`src/rtl/uart_byte_display_latch.sv`:
```
// Latches UART RX bytes (or a running byte count) and splits them into two nibbles
// for the seven-segment decoders. Blanks the display after an idle timeout.
module uart_byte_display_latch #(
  parameter int unsigned TIMEOUT_CLKS = 25000000,
  parameter int unsigned CNT_WIDTH    = 25
) (
  input  logic       i_Clk,
  input  logic       i_Reset,
  input  logic       i_RX_DV,
  input  logic [7:0] i_RX_Byte,
  input  logic       i_Show_Count,
  output logic [3:0] o_Upper_Nibble,
  output logic [3:0] o_Lower_Nibble,
  output logic       o_Blank,
  output logic       o_New_Byte
);

  typedef enum logic {BLANK, SHOW} state_t;

  localparam bit TIMEOUT_EN = (TIMEOUT_CLKS != 0);
  localparam logic [CNT_WIDTH-1:0] TIMER_LAST =
    CNT_WIDTH'(TIMEOUT_EN ? TIMEOUT_CLKS - 1 : 0);

  state_t               state;
  logic [CNT_WIDTH-1:0] timer;
  logic [7:0]           r_byte;
  logic [7:0]           r_count;
  logic [7:0]           next_byte;
  logic [7:0]           next_count;
  logic [7:0]           disp_value;
  logic                 timeout_hit;

  // The display register loads from the post-capture values so a new byte shows one clock later.
  always_comb begin
    next_byte   = i_RX_DV ? i_RX_Byte : r_byte;
    next_count  = i_RX_DV ? r_count + 8'd1 : r_count;
    disp_value  = i_Show_Count ? next_count : next_byte;
    timeout_hit = TIMEOUT_EN && (timer == TIMER_LAST);
  end

  always_ff @(posedge i_Clk) begin
    if (i_Reset) begin
      state          <= BLANK;
      timer          <= '0;
      r_byte         <= 8'd0;
      r_count        <= 8'd0;
      o_Upper_Nibble <= 4'd0;
      o_Lower_Nibble <= 4'd0;
      o_Blank        <= 1'b1;
      o_New_Byte     <= 1'b0;
    end else begin
      r_byte         <= next_byte;
      r_count        <= next_count;
      o_Upper_Nibble <= disp_value[7:4];
      o_Lower_Nibble <= disp_value[3:0];
      o_New_Byte     <= i_RX_DV;

      case (state)
        BLANK: begin
          if (i_RX_DV) begin
            state   <= SHOW;
            timer   <= '0;
            o_Blank <= 1'b0;
          end else begin
            o_Blank <= 1'b1;
          end
        end
        SHOW: begin
          // A capture in the expiry cycle wins and restarts the idle window.
          if (i_RX_DV) begin
            timer   <= '0;
            o_Blank <= 1'b0;
          end else if (timeout_hit) begin
            state   <= BLANK;
            timer   <= '0;
            o_Blank <= 1'b1;
          end else begin
            if (TIMEOUT_EN && (timer != '1)) timer <= timer + 1'b1;
            o_Blank <= 1'b0;
          end
        end
        default: begin
          state   <= BLANK;
          timer   <= '0;
          o_Blank <= 1'b1;
        end
      endcase
    end
  end

endmodule

```
`config.mk`:
```
export PLATFORM = sky130hd
export DESIGN_NAME = uart_byte_display_latch
export DESIGN_NICKNAME = d
export VERILOG_FILES = /design/src/rtl/uart_byte_display_latch.sv
export SDC_FILE = /design/constraint.sdc
export NUM_CORES = 1
export LEC_CHECK = 0
export BUFFER_PORTS_ARGS = -buffer_cell sky130_fd_sc_hd__buf_4
export CORE_MARGIN = 1
export CORE_UTILIZATION = 53
export DETAILED_ROUTE_END_ITERATION = 10
export HOLD_SLACK_MARGIN = 0.03
export PLACE_DENSITY = 0.79
export SYNTH_ARGS = -nofsm -noshare
export SYNTH_HDL_FRONTEND = slang
export SYNTH_SLANG_ARGS = --single-unit
```
`constraint.sdc`:
```
create_clock -name i_Clk -period 4.9 [get_ports i_Clk]
set_input_delay 0.245 -clock i_Clk [delete_from_list [all_inputs] [get_ports i_Clk]]
set_output_delay 0.245 -clock i_Clk [all_outputs]
set_load 0.02 [all_outputs]
```
==> flow_summary_export.csv, run 1 <==
group,metric,value,unit
synthesis,synth_edf_count,0,
worst_setup_path,path_cells,"nand4_4 > or4_1 > o21ai_2 > o21ai_0 > a21oi_1",
worst_setup_path,cp.arrival,3.04,ns
sta,setup_ws,2.10,ns
worst_setup_path,crit_slowest_cell,"o21ai_2",
synthesis,yosysSeqAreaShare,0.413,
finish,nets,318,
route,vias,2263,
route,drtPass1Iterations,5,
clock_tree,clk_latency,0.31,ns
placed_design,io_buffers,21,
clock_tree,cts-root-buf,"clkbuf_8",
die,dieArea,0.00503,mm²
worst_setup_path,crit_fanout,30,
die,die_w,71.0,µm
sta,finalSetupTns,0,ns
worst_setup_path,crit_type,"register to register",
clock_tree,cts_tree,"done",
worst_setup_path,path_buf_inv,0,
route,drt-initial-drc-count,201,
synthesis,syn-num-nets,306,
sta,setup_viol,0,
finish,n_antenna_cell,0,
pwr,vdd_drop_max,179,µV
pwr,leakagePower,0.959,nW
clock_tree,clock_sinks,52,
route,drtAntennaViolNets,0,
clock_tree,clk_pin_slew,0.09,ns
placed_design,dp_hpwl,3.73,mm
synthesis,yosysUniqueCellTypes,50,
finish,fillers,396,
global_routing,grt_pass1_vias,2001,
global_routing,grt_max_degree,31,
die,num_rows,24,
run_status,status,"completed",
placed_design,globalplace.congestion,0.917,
die,initial_core_util,0.563,
global_routing,grt_pass1_wl,9.17,mm
route,avgRoutedWirePerCell,15.1,µm
finish,drive_above_1_share,0.134,
pwr,power_density,290,mW/mm²
worst_setup_path,crit_path_max_incr_delay,0.87,ns
hold_path,hp-class,"primary input to register",
clock_tree,htreeDepth,2,
die,die_h,71.0,µm
route,wl,5.40,mm
sta,layout_min_cycle_time,2.80,ns
worst_setup_path,startpoint_type,"register",
finish,area_growth,10.0,%
synthesis,ys_seq_elements,52,
global_routing,overflow,0,
synthesis,netlist_instances,292,
placed_design,dp_slack,2.20,ns
synthesis,synthArstFlopShare,0,
sta,fin_crit_sh,0.572,
synthesis,ys_warn_count,0,
synthesis,synth_area_per_cell,8.63,µm²
clock_tree,hold_buffers,0,
clock_tree,cts-resized-gates,0,
sta,slew_headroom,0.293,
worst_setup_path,endpoint_kind,"register",
job,drv_cap,0,
synthesis,syn_area,0.00252,mm²
clock_tree,cts_setup_buffers,0,
die,core_area,0.00447,mm²
synthesis,synth-main-ff-cell,"dfxtp_1",
clock_tree,clk_path_buf_depth,2,
worst_setup_path,path_delay_family,"compound AO/OA/AOI/OAI gates",
sta,grt_setup_unrepaired,"false",
sta,fin_skew,0.00484,ns
die,ios,22,
sta,worst_pin_slew,1.06,ns
route,drcViolationCount,0,
worst_setup_path,crit_required,5.14,ns
route,avgViaCountPerCell,6.34,
sta,final_max_slew_viol_count,0,
global_routing,grt.total_usage,0.226,
sta,fmax,357,MHz
clock_tree,cts-buffers-inserted,5,
sta,hold_viol_final,0,
global_routing,antenna_found_initial,0,
[worst paths after layout]
| kind | from | to | cells after the start | slack (ns) |
|---|---|---|---|---|
| setup / recovery | timer[6]$_SDFFE_PP0P_ | timer[5]$_SDFFE_PP0P_ | 5 | 2.10 |
| hold / removal | i_RX_Byte[2] | r_byte[2]$_SDFF_PP0_ | 3 | 0.18 |
| setup reg to reg | timer[6]$_SDFFE_PP0P_ | timer[5]$_SDFFE_PP0P_ | 5 | 2.10 |
| hold reg to reg | r_byte[6]$_SDFF_PP0_ | r_byte[6]$_SDFF_PP0_ | 2 | 0.50 |
[report_power, final]
| part | switching [mW] | internal, mW |
|---|---|---|
| Combinational | 0.0382 | 0.0250 |
| Sequential | 0.00712 | 0.434 |
| Clock | 0.145 | 0.154 |
| Total | 0.190 | 0.614 |
[metrics by stage]
| stage | util | cells | power, mW | hold WS [ns] | instance area (µm²) |
|---|---|---|---|---|---|
| 2_1_floorplan | - | 292 | 0.494 | 0.392 | 2520 |
| 3_3_place_gp | 0.595 | 349 | 0.513 | 0.470 | 2660 |
| 3_5_place_dp | 0.595 | 349 | 0.514 | 0.476 | 2660 |
| 4_1_cts | 0.620 | 357 | 0.811 | 0.177 | 2770 |
| 5_1_grt | 0.620 | 357 | 0.832 | 0.185 | 2770 |
| 6_report | 0.620 | 357 | 0.804 | 0.180 | 2770 |
[metal layers]
layer  routed length, µm  track usage  up-vias
li1                    -            -     1112
met5                   0            0        -
met3                 286       0.0427        5
met2                2450        0.347       71
met4                  48       0.0844        0
met1                2620        0.317     1075
[layout make-up]
cell class	count	area (µm²)	share of cell area
multi-input cells	219	1380	0.497
flip-flops and latches	52	1040	0.375
repair buffers	21	158	0.0569
clock buffers	6	72.6	0.0262
well taps	52	65.1	0.0235
clock inverters	2	38.8	0.0140
inverters	5	18.8	0.00677
[cells in the final DEF, fill, tap and decap left out, types with 2 or more instances in the layout]
cell and instances:
nor2_1 32, nand4_1 9, nand2b_1 3, o21ai_0 5, o211ai_1 5, o22ai_1 3
nand4b_1 2, nand2_1 23, and2_1 4, or4_1 9, a21boi_0 2, nor4_1 4
mux2i_1 10, dfxtp_1 52, o21ai_1 4, xor2_1 8, o31ai_1 7, inv_1 5
nor4b_1 2, nor3_1 4, a21oi_1 25, a211oi_1 6, and3_1 5, or4b_2 2
a22oi_1 4, or3_1 3, nor4_4 2, a31oi_1 2, or2_2 4, buf_4 21
nand3_1 13, ha_1 2, clkbuf_8 5
[tightest hold or removal path, delay by kind of cell]
kind          cells  cell delay [ns]
buf+inv           1             0.09
simple gates      1             0.07
mux               1             0.06
[cell usage after synthesis (all sizes together) (4+ instances only)]
| library cell | instances | area share |
|---|---|---|
| dfxtp | 52 | 0.41 |
| nor2 | 32 | 0.048 |
| a21oi | 25 | 0.050 |
| nand2 | 24 | 0.037 |
| nand3 | 13 | 0.026 |
| clkbuf | 11 | 0.016 |
| mux2i | 10 | 0.040 |
| nand4 | 10 | 0.031 |
| o21ai | 10 | 0.021 |
| or4 | 9 | 0.027 |
| o31ai | 8 | 0.026 |
| xor2 | 8 | 0.028 |
| nor4 | 7 | 0.032 |
| a211oi | 6 | 0.018 |
| and3 | 5 | 0.012 |
| buf | 5 | 0.016 |
| inv | 5 | 0.0074 |
| o211ai | 5 | 0.015 |
| a22oi | 4 | 0.012 |
| and2 | 4 | 0.0099 |
| nor3 | 4 | 0.0079 |
| or2 | 4 | 0.0099 |
[logic make-up (layout without fill, tap and decap cells)]
| family | Yosys count | count (layout) | share of synthesized area |
|---|---|---|---|
| mux | 10 | 10 | 0.0397 |
| xor+xnor | 9 | 9 | 0.0313 |
| simple gates | 129 | 129 | 0.292 |
| flops | 52 | 52 | 0.413 |
| compound gates | 69 | 69 | 0.174 |
| fa+ha+maj | 2 | 2 | 0.00993 |
| buf+inv | 21 | 34 | 0.0397 |
[registers in the layout, summed over array words and instances (netlist names)]
name	flops
o_Blank	1
o_Lower_Nibble	4
o_New_Byte	1
o_Upper_Nibble	4
r_byte	8
r_count	8
state	1
timer	25
No activity file was read; power rests on OpenSTA's default activity.
==> run 2, diff against run 1 <==
==> constraint.sdc (replaced) <==
create_clock -name i_Clk -period 2.59 [get_ports i_Clk]
set_input_delay 0.1295 -clock i_Clk [delete_from_list [all_inputs] [get_ports i_Clk]]
set_output_delay 0.1295 -clock i_Clk [all_outputs]
set_load 0.02 [all_outputs]
==> flow_summary_export.csv, run 2 (synthesis results as in run 1) <==
group,metric,value,unit
route,drcViolationCount,0,
worst_setup_path,path_buf_inv,0,
global_routing,grt_pass1_wl,9.91,mm
pwr,p_total,1.43,mW
sta,layout_min_cycle_time,2.45,ns
placed_design,dp_cells,353,
sta,setup_viol,0,
worst_setup_path,crit_required,2.85,ns
global_routing,grt.total_usage,0.246,
clock_tree,clk_pin_slew,0.10,ns
sta,slew_headroom,0.348,
sta,grt_setup_unrepaired,"false",
route,avgViaCountPerCell,6.33,
finish,largest_reg_flops,25,
sta,final_max_slew_viol_count,0,
finish,regMostFlops,"timer",
finish,n_antenna_cell,0,
pwr,leakagePower,0.964,nW
clock_tree,clk_path_buf_depth,2,
clock_tree,cts_tree,"done",
clock_tree,clk_latency,0.31,ns
global_routing,grt_pass1_vias,2134,
pwr,power_density,515,mW/mm²
finish,drive_above_1_share,0.146,
worst_setup_path,startpoint_type,"register",
worst_setup_path,worstRegToRegCells,5,
route,drtPass1Iterations,4,
worst_setup_path,crit_path_max_incr_delay,0.88,ns
finish,fillers,392,
job,drv_cap,0,
worst_setup_path,crit_type,"register to register",
sta,fmax,409,MHz
global_routing,overflow,0,
die,ios,22,
die,die_h,71.0,µm
clock_tree,hold_buffers,0,
hold_path,hold_depth,3,
sta,finalSetupTns,0,ns
finish,instances_no_fill,361,
finish,fin_util,0.621,
worst_setup_path,crit_fanout,10,
route,avgRoutedWirePerCell,16.2,µm
finish,final_cell_mix,"dfxtp_1, nor2_1, a21oi_1, buf_4, nand2_1",
worst_setup_path,crit_slowest_cell,"nor3_1",
run_status,status,"completed",
finish,layout_commonest_cell,"dfxtp_1",
sta,fin_skew,0.00282,ns
clock_tree,htreeDepth,2,
clock_tree,clock_sinks,52,
finish,area_growth,10.3,%
global_routing,antenna_found_initial,0,
die,dieArea,0.00503,mm²
die,die_w,71.0,µm
placed_design,io_buffers,21,
route,wl,5.86,mm
placed_design,globalplace.congestion,0.923,
global_routing,grt_max_degree,29,
worst_setup_path,worst-path-stages,5,
worst_setup_path,cp.arrival,2.71,ns
route,drtAntennaViolNets,0,
route,vias,2286,
worst_setup_path,path_delay_family,"simple AND/OR/NAND/NOR gates",
finish,nets,322,
placed_design,dp_hpwl,3.96,mm
route,drt-initial-drc-count,195,
clock_tree,cts-resized-gates,0,
worst_setup_path,endpoint_kind,"register",
clock_tree,cts-buffers-inserted,5,
finish,reg_top3,"timer: 25 flops, r_byte: 8 flops, r_count: 8 flops",
sta,hold_viol_final,0,
sta,holdWs,0.0594,ns
clock_tree,cts-root-buf,"clkbuf_8",
sta,fin_crit_sh,0.945,
clock_tree,cts_setup_buffers,0,
die,core_area,0.00447,mm²
die,initial_core_util,0.563,
hold_path,hp-class,"primary input to register",
die,num_rows,24,
worst_setup_path,path_cells,"nand4_1 > nor3_1 > nand2_2 > a21oi_1 > or2_2",
pwr,vdd_drop_max,338,µV
sta,worst_pin_slew,0.971,ns
==> run 2: power by group <==
part	leakage (nW)	switching [mW]	total, mW	internal [mW]
clock network	0.0414	0.279	0.472	0.193
registers	0.424	0.0147	0.836	0.822
logic	0.499	0.0737	0.125	0.0509
==> run 2: layout make-up <==
| class | instances | area [µm²] | share of cell area |
|---|---|---|---|
| multi-input combinational | 219 | 1380 | 0.496 |
| sequential | 52 | 1040 | 0.374 |
| timing repair buffer | 25 | 188 | 0.0675 |
| clock buffer | 6 | 72.6 | 0.0261 |
| tap | 52 | 65.1 | 0.0234 |
| inverter | 5 | 18.8 | 0.00675 |
| clock inverter | 2 | 16.3 | 0.00585 |
==> run 2: worst reg2reg max path, delay by kind of cell (launching register included) <==
family	cells	cell delay (ns)
AO/OA/AOI/OAI	1	0.30
flip-flops	1	0.45
AND/OR/NAND/NOR	4	1.67
==> run 2: path summary, 6_finish.rpt <==
path	from	endpoint	slack [ns]
worst min register to register	timer[14]$_SDFFE_PP0P_	timer[14]$_SDFFE_PP0P_	0.49
worst min-delay path	i_RX_Byte[2]	r_byte[2]$_SDFF_PP0_	0.06
worst max-delay path	timer[11]$_SDFFE_PP0P_	o_Blank$_SDFF_PP1_	0.14
worst max register to register	timer[11]$_SDFFE_PP0P_	o_Blank$_SDFF_PP1_	0.14
==> run 2: metal layers <==
metal	up-vias	GRT usage	wire [µm]
met5	-	0	0
met4	0	0.0911	92
met2	76	0.385	2680
met1	1087	0.338	2810
li1	1110	-	-
met3	13	0.0499	273
==> run 2: stage by stage <==
stage               worst slack [ns]  cell area (µm²)
floorplan                      0.608             2520
global placement               0.298             2690
detailed placement             0.229             2690
CTS                            0.193             2780
global route                 0.00497             2780
finish                         0.143             2780
==> run 3, diff against run 2 <==
--- a/config.mk
+++ b/config.mk
@@ -5,12 +5,13 @@
 export SDC_FILE = /design/constraint.sdc
 export NUM_CORES = 1
 export LEC_CHECK = 0
+export ABC_AREA = 1
 export BUFFER_PORTS_ARGS = -buffer_cell sky130_fd_sc_hd__buf_4
 export CORE_MARGIN = 1
 export CORE_UTILIZATION = 53
 export DETAILED_ROUTE_END_ITERATION = 10
 export HOLD_SLACK_MARGIN = 0.03
-export PLACE_DENSITY = 0.79
+export PLACE_DENSITY = 0.8
 export SYNTH_ARGS = -nofsm -noshare
 export SYNTH_HDL_FRONTEND = slang
 export SYNTH_SLANG_ARGS = --single-unit
==> flow_summary_export.csv, run 3 <==
group,metric,value,unit
run_status,status,"completed",
worst_setup_path,crit_slowest_cell,"dfxtp_1",
synthesis,syn-num-nets,442,
die,num_rows,26,
placed_design,dp_slack,0.515,ns
die,die_h,76.0,µm
clock_tree,hold_buffers,0,
sta,final_max_slew_viol_count,0,
worst_setup_path,crit_path_max_incr_delay,0.43,ns
route,avgRoutedWirePerCell,12.9,µm
route,drcViolationCount,0,
placed_design,dp_hpwl,4.94,mm
synthesis,yosysTopAreaCellShare,0.359,
clock_tree,clk_latency,0.31,ns
route,drtPass1Iterations,5,
clock_tree,clk_path_buf_depth,2,
worst_setup_path,worstRegToRegCells,9,
global_routing,antenna_found_initial,0,
global_routing,overflow,0,
sta,slew_headroom,0.696,
worst_setup_path,worst-path-stages,9,
worst_setup_path,crit_type,"register to register",
route,vias,2757,
finish,fin_util,0.614,
sta,fin_skew,0.0149,ns
finish,reg_top3,"timer: 25 flops, r_byte: 8 flops, r_count: 8 flops",
sta,grt_setup_unrepaired,"false",
worst_setup_path,crit_top_cell,"nand2_1",
pwr,power_density,454,mW/mm²
synthesis,ys_warn_count,0,
sta,worst_pin_slew,0.457,ns
synthesis,yosysSeqAreaShare,0.359,
synthesis,synth_edf_count,0,
finish,drive_above_1_share,0.152,
synthesis,netlist_instances,428,
synthesis,syn_area,0.00290,mm²
sta,setup_viol,0,
route,avgViaCountPerCell,5.33,
die,dieArea,0.00577,mm²
clock_tree,htreeDepth,2,
pwr,vdd_drop_max,357,µV
sta,setup_ws,0.488,ns
finish,fillers,490,
route,drtAntennaViolNets,0,
finish,largest_reg_flops,25,
synthesis,ys_seq_elements,52,
pwr,leakagePower,1.25,nW
global_routing,grt_pass1_vias,2623,
clock_tree,clock_sinks,52,
sta,layout_min_cycle_time,2.10,ns
clock_tree,clk_pin_slew,0.10,ns
placed_design,globalplace.congestion,0.939,
synthesis,yosysUniqueCellTypes,31,
clock_tree,cts-buffers-inserted,5,
clock_tree,cts_tree,"done",
worst_setup_path,path_buf_inv,0,
global_routing,grt_max_degree,42,
worst_setup_path,path_delay_family,"simple AND/OR/NAND/NOR gates",
worst_setup_path,startpoint_type,"register",
clock_tree,cts-resized-gates,0,
die,die_w,76.0,µm
synthesis,synthArstFlopShare,0,
finish,final_cell_mix,"nor2_1, nand2_1, dfxtp_1, inv_1, nand3_1",
sta,hold_viol_final,0,
finish,n_antenna_cell,0,
route,drt-initial-drc-count,274,
placed_design,io_buffers,21,
placed_design,postPlaceCellArea,0.00309,mm²
worst_setup_path,cp.arrival,2.34,ns
sta,holdWs,0.0642,ns
global_routing,grt.total_usage,0.245,
clock_tree,cts_setup_buffers,0,
synthesis,synth_top_area_cell,"dfxtp_1",
clock_tree,cts-root-buf,"clkbuf_8",
worst_setup_path,crit_fanout,15,
synthesis,synth-main-ff-cell,"dfxtp_1",
route,wl,6.66,mm
die,initial_core_util,0.560,
job,drv_cap,0,
worst_setup_path,endpoint_kind,"register",
finish,regMostFlops,"timer",
synthesis,synth_common_cells,"nand2_1, nor2_1, dfxtp_1, inv_1, nand3_1",
global_routing,grt_pass1_wl,11.5,mm
sta,fmax,476,MHz
worst_setup_path,path_cells,"ha_1 > nand2_1 > nor2_4 > nand2_4 > nor2_8 > nand4_4 > nand2_2 > nand2_1 > a21oi_1",
synthesis,synth_area_leaders,"dfxtp_1, nand2_1, nor2_1, nand3_1, a21oi_2",
hold_path,hold_depth,2,
finish,nets,460,
synthesis,synth_area_per_cell,6.77,µm²
worst_setup_path,crit_required,2.83,ns
hold_path,hp-class,"primary input to register",
sta,fin_crit_sh,0.812,
die,core_area,0.00517,mm²
sta,finalSetupTns,0,ns
finish,area_growth,9.58,%
finish,fin_area,0.00318,mm²
die,ios,22,
## run 3: cell count changes after synthesis, moves of 5 or more
| cell | previous run | this run |
|---|---|---|
| nor2_1 | 32 | 99 |
| clkbuf_1 | 11 | 6 |
| o31ai_1 | 7 | 0 |
| a211oi_1 | 6 | 0 |
| a21oi_2 | 0 | 16 |
| nand3_1 | 13 | 30 |
| a21oi_1 | 25 | 17 |
| inv_1 | 5 | 35 |
| nand2_2 | 1 | 7 |
| nand2_1 | 23 | 99 |
| or4_1 | 9 | 0 |
## run 3: cell families (layout without fill, tap and decap cells)
group | Yosys count | count (layout) | share of synthesized area
compound gates | 43 | 43 | 0.0997
xor+xnor | 11 | 11 | 0.0332
fa+ha+maj | 2 | 2 | 0.00863
buf+inv | 52 | 71 | 0.0768
flops | 52 | 52 | 0.359
mux | 8 | 8 | 0.0276
simple gates | 260 | 260 | 0.395
## run 3: power by group
group | internal, mW | leakage, nW | switching, mW
Clock | 0.194 | 0.0456 | 0.281
Combinational | 0.0488 | 0.781 | 0.0859
Sequential | 0.822 | 0.424 | 0.00939
## run 3: final cells by class
type	instances	area, µm²	share of cell area
multi-input combinational	324	1640	0.515
sequential	52	1040	0.328
inverter	39	146	0.0461
tap	70	87.6	0.0276
timing repair buffer	24	180	0.0567
clock buffer	6	72.6	0.0228
clock inverter	2	13.8	0.00433
## run 3: worst paths after layout
path	from	endpoint	slack [ns]
worst max-delay path	timer[0]$_SDFFE_PP0P_	timer[8]$_SDFFE_PP0P_	0.49
worst min-delay path	i_Show_Count	o_Lower_Nibble[3]$_SDFF_PP0_	0.06
worst max register to register	timer[0]$_SDFFE_PP0P_	timer[8]$_SDFFE_PP0P_	0.49
worst min register to register	r_count[6]$_SDFF_PP0_	r_count[6]$_SDFF_PP0_	0.50
## run 3: through the flow
step,cells,total power [mW]
floorplan,428,0.940
global placement,509,0.982
detailed placement,509,0.985
CTS,517,1.45
global route,517,1.50
finish,517,1.44
## run 3: worst register-to-register path: stages (launching register included)
cell and delay (ns):
dfxtp_1 0.43, ha_1 0.19, nand2_1 0.13, nor2_4 0.20, nand2_4 0.10, nor2_8 0.16, nand4_4 0.27, nand2_2 0.32
nand2_1 0.08, a21oi_1 0.15
## run 3: layer usage
| layer | wire length (µm) | GRT usage |
|---|---|---|
| met5 | 0 | 0 |
| met4 | 90 | 0.104 |
| met1 | 2980 | 0.302 |
| met3 | 378 | 0.0422 |
| met2 | 3210 | 0.422 |
